$ cat src/rtl/shake_pkg.sv
// Shared SHAKE absorb definitions: controller FSM states and sponge constants.
package shake_pkg;

  typedef enum logic [1:0] {
    FILL,
    PAD,
    FLUSH
  } absorb_state_t;

  localparam int SHAKE128_RATE_WORDS = 21;
  localparam int SHAKE256_RATE_WORDS = 17;
  localparam logic [7:0] SHAKE_DOMAIN = 8'h1F;
  localparam logic [7:0] PAD_END      = 8'h80;

endpackage

$ cat src/rtl/sipo_buffer.sv
// Serial-in parallel-out word buffer; the first word shifted in ends up in the
// LSBs once DEPTH words have been loaded. No reset: contents are don't-care.
module sipo_buffer #(
  parameter int WIDTH = 64,
  parameter int DEPTH = 21
) (
  input  logic                   clk_i,
  input  logic                   en_i,
  input  logic [WIDTH-1:0]       din_i,
  output logic [DEPTH*WIDTH-1:0] data_o
);

  logic [DEPTH*WIDTH-1:0] data_q;

  always_ff @(posedge clk_i) begin
    if (en_i) begin
      data_q <= {din_i, data_q[DEPTH*WIDTH-1:WIDTH]};
    end
  end

  assign data_o = data_q;

endmodule

$ cat src/rtl/sipo_absorb_ctrl.sv
// SHAKE absorb controller: packs message words into rate blocks, applies the
// domain byte and pad10*1. Optional counters via SIPO_ABSORB_CTRL_PERF_EN.
module sipo_absorb_ctrl
  import shake_pkg::*;
#(
  parameter int         WIDTH      = 64,
  parameter int         RATE_WORDS = SHAKE128_RATE_WORDS,
  parameter logic [7:0] DOMAIN     = SHAKE_DOMAIN
) (
  input  logic                        clk,
  input  logic                        rst,
  input  logic [WIDTH-1:0]            in_data,
  input  logic                        in_valid,
  input  logic                        in_last,
  input  logic [$clog2(WIDTH/8):0]    in_bytes,
  output logic                        in_ready,
  output logic [RATE_WORDS*WIDTH-1:0] block_o,
  output logic                        block_valid,
  output logic                        block_last,
  input  logic                        block_ready
`ifdef SIPO_ABSORB_CTRL_PERF_EN
  ,
  output logic [31:0]                 perf_blocks,
  output logic [31:0]                 perf_stall
`endif
);

  localparam int NB = WIDTH / 8;
  localparam int CW = $clog2(RATE_WORDS + 1);

  absorb_state_t    state_q, state_d;
  logic [CW-1:0]    cnt_q, cnt_d;
  logic             dom_q, dom_d;
  logic             ended_q, ended_d;
  logic             rdy_q, bv_q, bl_q;
  logic             buf_en;
  logic [WIDTH-1:0] buf_word;
  logic             last_slot;

  assign last_slot = (cnt_q == CW'(RATE_WORDS - 1));

  // Next-state logic also builds the word shifted into the buffer this cycle.
  always_comb begin
    state_d  = state_q;
    cnt_d    = cnt_q;
    dom_d    = dom_q;
    ended_d  = ended_q;
    buf_en   = 1'b0;
    buf_word = '0;
    unique case (state_q)
      FILL: begin
        if (in_valid && rdy_q) begin
          buf_en   = 1'b1;
          cnt_d    = cnt_q + CW'(1);
          buf_word = in_data;
          if (in_last) begin
            ended_d = 1'b1;
            for (int b = 0; b < NB; b++) begin
              if (b == int'(in_bytes)) begin
                buf_word[8*b +: 8] = DOMAIN;
              end else if (b > int'(in_bytes)) begin
                buf_word[8*b +: 8] = 8'h00;
              end
            end
            if (int'(in_bytes) < NB) begin
              if (last_slot) begin
                buf_word[WIDTH-1 -: 8] = buf_word[WIDTH-1 -: 8] | PAD_END;
              end
            end else begin
              dom_d = 1'b1;
            end
          end
          if (last_slot) begin
            state_d = FLUSH;
          end else if (in_last) begin
            state_d = PAD;
          end
        end
      end
      PAD: begin
        buf_en = 1'b1;
        cnt_d  = cnt_q + CW'(1);
        if (dom_q) begin
          buf_word[7:0] = DOMAIN;
          dom_d         = 1'b0;
        end
        if (last_slot) begin
          buf_word[WIDTH-1 -: 8] = buf_word[WIDTH-1 -: 8] | PAD_END;
          state_d                = FLUSH;
        end
      end
      FLUSH: begin
        if (block_ready) begin
          cnt_d   = '0;
          ended_d = ended_q && dom_q;
          state_d = dom_q ? PAD : FILL;
        end
      end
      default: state_d = FILL;
    endcase
  end

  always_ff @(posedge clk or negedge rst) begin
    if (!rst) begin
      state_q <= FILL;
      cnt_q   <= '0;
      dom_q   <= 1'b0;
      ended_q <= 1'b0;
      rdy_q   <= 1'b0;
      bv_q    <= 1'b0;
      bl_q    <= 1'b0;
    end else begin
      state_q <= state_d;
      cnt_q   <= cnt_d;
      dom_q   <= dom_d;
      ended_q <= ended_d;
      rdy_q   <= (state_d == FILL);
      bv_q    <= (state_d == FLUSH);
      bl_q    <= (state_d == FLUSH) && ended_d && !dom_d;
    end
  end

  sipo_buffer #(
    .WIDTH(WIDTH),
    .DEPTH(RATE_WORDS)
  ) u_buf (
    .clk_i (clk),
    .en_i  (buf_en),
    .din_i (buf_word),
    .data_o(block_o)
  );

  assign in_ready    = rdy_q;
  assign block_valid = bv_q;
  assign block_last  = bl_q;

`ifdef SIPO_ABSORB_CTRL_PERF_EN
  logic [31:0] perf_blocks_q, perf_stall_q;

  always_ff @(posedge clk or negedge rst) begin
    if (!rst) begin
      perf_blocks_q <= '0;
      perf_stall_q  <= '0;
    end else begin
      if (bv_q && block_ready) perf_blocks_q <= perf_blocks_q + 32'd1;
      if (in_valid && !rdy_q)  perf_stall_q  <= perf_stall_q + 32'd1;
    end
  end

  assign perf_blocks = perf_blocks_q;
  assign perf_stall  = perf_stall_q;
`endif

endmodule

$ cat config.mk
export PLATFORM = sky130hd
export DESIGN_NAME = sipo_absorb_ctrl
export DESIGN_NICKNAME = d
export VERILOG_FILES = /design/src/rtl/shake_pkg.sv /design/src/rtl/sipo_buffer.sv /design/src/rtl/sipo_absorb_ctrl.sv
export SDC_FILE = /design/constraint.sdc
export NUM_CORES = 1
export LEC_CHECK = 0
export ABC_AREA = 0
export CELL_PAD_IN_SITES_DETAIL_PLACEMENT = 0
export CELL_PAD_IN_SITES_GLOBAL_PLACEMENT = 1
export CORE_AREA = 3 3 550 552
export DETAILED_ROUTE_END_ITERATION = 6
export DIE_AREA = 0 0 553 555
export HOLD_SLACK_MARGIN = 0.06
export PLACE_DENSITY = 0.42
export RECOVER_POWER = 100
export SLEW_MARGIN = 20
export SYNTH_ARGS = -nofsm -noshare
export SYNTH_HDL_FRONTEND = slang
export SYNTH_HIERARCHICAL = 1
export SYNTH_SLANG_ARGS = --single-unit
$ cat constraint.sdc
create_clock -name clk -period 58.7 [get_ports clk]
set_input_delay 11.74 -clock clk [delete_from_list [all_inputs] [get_ports clk]]
set_output_delay 11.74 -clock clk [all_outputs]
set_load 0.05 [all_outputs]
# ---- Word level (Yosys, flattened, before mapping)
# Index checks and enable logic that the tools add are counted.
dict set report totals {
  output_inout_bits 1347
  elab_cells 85
  inputBits 73
  ff_bits 1356
}
dict set report classes {
  mux 43
  eq_ne 13
  n_addsub 1
  n_reduce_logical 11
  order_cmp 8
}
# op n
set op_table {}
lappend op_table {{8-bit 2-to-1 mux} 18}
lappend op_table {{64-bit 2-to-1 mux} 2}
lappend op_table {{8-bit one-hot mux with 2 select lines} 2}
lappend op_table {{4-bit == test, first input constant} 4}
lappend op_table {{3-bit by 4-bit > comparator with 1-bit output, first input constant} 4}
lappend op_table {{5-bit 2-to-1 mux} 3}
lappend op_table {{5-bit one-hot mux with 3 select lines} 1}
lappend op_table {{2-bit 2-to-1 mux} 5}
lappend op_table {{3-bit by 4-bit == test with 1-bit output, first input constant} 2}
lappend op_table {{2-bit by 4-bit > comparator with 1-bit output, first input constant} 2}
lappend op_table {{1-bit 2-to-1 mux} 8}
lappend op_table {{1-bit one-hot mux with 2 select lines} 3}
lappend op_table {{2-bit one-hot mux with 3 select lines} 1}
lappend op_table {{5-bit by 1-bit adder with 5-bit output, second input constant} 1}
lappend op_table {{5-bit == test, second input constant} 1}
lappend op_table {{2-bit == test, second input constant} 2}
lappend op_table {{2-bit by 4-bit == test with 1-bit output, first input constant} 1}
lappend op_table {{1-bit by 4-bit > comparator with 1-bit output, first input constant} 1}
lappend op_table {{1-bit logical AND} 4}
lappend op_table {{2-bit zero test} 2}
lappend op_table {{4-bit zero test} 1}
lappend op_table {{4-bit less-than comparator, second input constant} 1}
lappend op_table {{2-bit inequality test, second input constant} 2}
lappend op_table {{3-bit AND reduction} 1}
lappend op_table {{4 further kinds} 4}

# ---- Depth between registers and ports, before layout
dict set report logic_depth {
  ltp_word 8
  ltp_mapped 6
  depth_no_buf 6
}

# ---- Cells and area by module
# The synthesis kept the hierarchy.
# module seq_area_each_um2 area_per_inst_um2 cells_per_inst instances
set modules_own_cells {}
lappend modules_own_cells {sipo_buffer 40358.7 40358.7 1344 1}
lappend modules_own_cells {sipo_absorb_ctrl 300.3 1350.0 199 1}

# ---- Worst setup path before layout
# OpenSTA, ideal clock, no wires.
dict set report synth_path {
  path_type {input-to-reg}
  start {input port in_valid}
  end {register u_buf.data_q[0] (netlist: u_buf/data_o[0]) (enable)}
  path_slack_ns -11.925
  setup_ns 3.104
  cell_stages 2
  arrival_time_ns 67.521
  path_buffers 0
  t_required_ns 55.596
  path_cell_list {a21oi_1 -> nor2_1}
}
dict set report synth_between {
  elab_chain_len 3
}
# element line
set synth_rtl {}
lappend synth_rtl {{start: declaration} sipo_absorb_ctrl.sv:13} ;# input logic in_valid,
lappend synth_rtl {{1-bit logical AND} sipo_absorb_ctrl.sv:52} ;# if (in_valid && rdy_q) begin
lappend synth_rtl {{1-bit 2-to-1 mux} sipo_absorb_ctrl.sv:52}
lappend synth_rtl {{1-bit one-hot mux with 2 select lines} sipo_absorb_ctrl.sv:50} ;# unique case (state_q)
lappend synth_rtl {{via buf_en} sipo_absorb_ctrl.sv:36} ;# logic buf_en;
lappend synth_rtl {{end signal: assignment} sipo_buffer.sv:17} ;# data_q <= {din_i, data_q[DEPTH*WIDTH-1:WIDTH]};
lappend synth_rtl {{end: declaration} sipo_buffer.sv:13} ;# logic [DEPTH*WIDTH-1:0] data_q;
# The timed path passes the listed nets, and every way through them passes these cells.
# A chain may end at the register's enable or synchronous reset.

# ---- Worst setup path in the final report
dict set report layout_path {
  start {input port in_valid}
  end {register u_buf.data_q[1178] (netlist: u_buf/data_o[1178]) (enable)}
}
# Same word-level chain as after synthesis.

==> metrics.md <==
| Metric | Value |
|---|---|
| Total GRT Usage | about an eighth |
| Syn Nets | about 1600 |
| Hold Crit Class | reg2reg |
| Critical Path AT | 26110 ps |
| Failing checks | capacitance limit, slew limit |
| CTS sink count | about 1400 |
| P&R area growth vs syn | 58.7% |
| Cell Count, Final, Fillers Out | roughly 7200 |
| RD Place Congestion | ~0.81 |
| Initial antenna violation count | 65 |
| Starting DRT DRC Count | 2330 |
| Routed Antenna Nets | 0 |
| Vias | ~23000 |
| Core area | around 300000 µm² |
| Hold Violations, Final | 0 |
| IO Pins | roughly 1400 |
| Fin Setup TNS | 0 ps |
| R2r worst-path depth | 5 |
| Vias in the first global route | 23300 |
| Die W | 553 µm |
| Max Freq | 38.8 MHz |
| Post-synth EDFFs | 1344 |
| Initial core utilization | between 10% and 20% |
| RR Endpoint | u_buf/data_o[1178]$_DFFE_PP_ |
| Grt met1 use | around 17% |
| Die Height | about 560 µm |
| Post-Route WL | 207 mm |
| Routed len/inst | approximately 29 µm |
| Startpoint types | primary input |
| Clock root cell | clkbuf_16 |
| Setup violations, final | 0 |
| Post-CTS Resized | 0 |
| Syn avg cell area | 27.0 µm² |
| Rows | 200 |
| Drt drc | 0 |
| Hold Path Origin | u_buf/data_o[693]$_DFFE_PP_ |
| Status | finished, violations left |
| Met3 usage | ~4.8% |
| CTS tree | done |
| CTS H-tree depth | 4 |
| Clock skew | roughly 50 ps |
| Top cell type's share of synthesized area | slightly below 100% |
| Post-route design area | around 66000 µm² |
| Clock latency on the worst-skew pair | 830 ps |
| Slew Limit Fails | roughly 1400 |
| Final net count | 3215 |
| Max FO, Critical Path | around 170 |
| Longest Clk Path Bufs | 4 |
| WHS Endpoint | u_buf/data_o[629]$_DFFE_PP_ |
| Seq/Total Area, Yosys | 97.5% |
| Crit. End Element | register |
| Area leader, netlist | edfxtp_1 |
| Clock-pin slew on the worst setup and hold paths | about 60 ps |
| Input/output buffers | 1419 |
| Placed inst area | 61000 µm² |
| Internal reg-to-reg setup slack | approximately 44000 ps |
| Synth warnings | 6 |
| GR Overflow Total | 0 |
| Relative slew slack | -524% |
| Vias/cell | between 3 and 4 |
| Die area | roughly 300000 µm² |
| DP HPWL | around 170 mm |
| Top_reg_cell synth | edfxtp_1 |
| Busiest grt layer | met2 |
| M2 GR Usage | about a fifth |
| Postcts setup bufs | 0 |
| Largest net degree at the start of global routing | 169 |
| Post-synth cell types | 36 |
| CP required | 59030 ps |
| First-pass GRT wire length | about 260 mm |
| Pre-Repair DR Iteration Count | 6 |
| Period utilisation layout | a little over two fifths |
| Asr flop ratio synth | less than 1% |
| Inst Count DP | between 6000 and 7000 |
| Synthesized area | roughly 42000 µm² |
| Max-cap violations | 18 |
| Hold path depth | 0 |
| RSZ-0062 raised after global routing | no |
| Worst reg2reg startpoint | state_q[0]$_DFF_PN0_ |
| Synth Instances | 1543 |
| TritonCTS buffer count | 170 |
| Ranking of synthesized cells by area | edfxtp_1 97%, dfrtp_1 0.72%, a21oi_1 0.37% |
| Fin crit period | 25790 ps |
| WS Path Type | in2reg |
| Hold_buf cts | 0 |
| Synthesized flop and latch total | 1356 |
| Worst slew pin tran | ~9400 ps |
| Share of post-route cells with drive strength above 1 | 7.16% |
layout make-up:
class	instances	area [µm²]
repair buffers	1439	14300
inverters	4	15.0
well taps	3939	4930
flip-flops and latches	1356	40700
clock buffers	210	4470
fillers	31000	231000
clock inverters	92	851
multi-input cells	169	960
diodes	16	40.0
synthesized netlist by cell type, types with 2 or more instances:
library cell	count
clkbuf_1	10
a21oi_1	31
nor3_1	3
nor2b_1	4
edfxtp_1	1344
nand3_1	7
inv_1	4
ha_1	2
and3_1	9
dfrtp_1	12
o21ai_0	16
nand2_1	21
xnor2_1	3
nor2_1	16
and2_1	20
o21a_1	20
nor3b_1	2
cells by family after synthesis:
logic type	share of synthesized area (%)
buffers and inverters	0.186
AOI/OAI and AO/OA	0.990
adders and majority gates	0.0600
muxes	0.0240
DFF	97.5
and+or+nand+nor	1.19
xor gates and xnor gates	0.0630
worst max-delay path, cell delays in order:
cell and delay [ps]:
dlygate4sd3_1 690, a21oi_1 200, nor2_1 590, clkbuf_1 3020
clkbuf_1 6610, clkbuf_1 3020
worst max path at each step:
| stage | start | to | slack, ps | cells past startpoint |
|---|---|---|---|---|
| floorplan | in_valid | u_buf/data_o[0]$_DFFE_PP_ | 11040 | 2 |
| finish | in_valid | u_buf/data_o[1178]$_DFFE_PP_ | 32910 | 6 |
| global route | in_valid | u_buf/data_o[352]$_DFFE_PP_ | 31540 | 8 |
| CTS | in_valid | u_buf/data_o[754]$_DFFE_PP_ | 42270 | 8 |
| detailed placement | in_valid | u_buf/data_o[70]$_DFFE_PP_ | 41360 | 8 |
| global placement | in_valid | u_buf/data_o[352]$_DFFE_PP_ | 41520 | 8 |
routing by layer:
metal	up-vias	wire, µm
met5	-	48
met4	8	5660
met3	217	20400
met2	1275	90900
met1	11800	89900
li1	9500	-
registers in the layout (all words and copies together) (netlist names):
register and count:
in_ready 1, block_last 1, u_buf/data_o 1344, dom_q 1
ended_q 1, cnt_q 5, state_q 2, block_valid 1
metrics by stage:
step	setup slack (ps)	utilization, %	hold WS (ps)
2_1_floorplan	11040	-	464
3_3_place_gp	41520	20.5	430
3_5_place_dp	41360	20.5	431
4_1_cts	42270	22.3	410
5_1_grt	31540	22.3	418
6_report	32910	22.3	422
placed cells by master, fill, tap and decap left out, types with 2 or more instances in the layout:
cell type and instances:
a21oi_1 31, and2_0 13, and2_1 8, and3_1 9, bufinv_16 11, clkbuf_1 57, clkbuf_16 173, clkdlybuf4s50_1 67
clkinv_1 32, clkinv_2 21, clkinv_4 3, clkinvlp_4 12, dfrtp_1 12, diode_2 16, dlygate4sd3_1 1352, edfxtp_1 1344
ha_1 2, inv_1 4, inv_16 3, inv_6 7, nand2_1 22, nand3_1 7, nor2_1 16, nor2b_1 4
nor3_1 3, nor3b_1 2, o21a_1 20, o21ai_0 16, xnor2_1 3
Power is left out: the tool's default activity adds up to more than one toggle a clock period on the data nets, which glitch-free logic cannot reach.
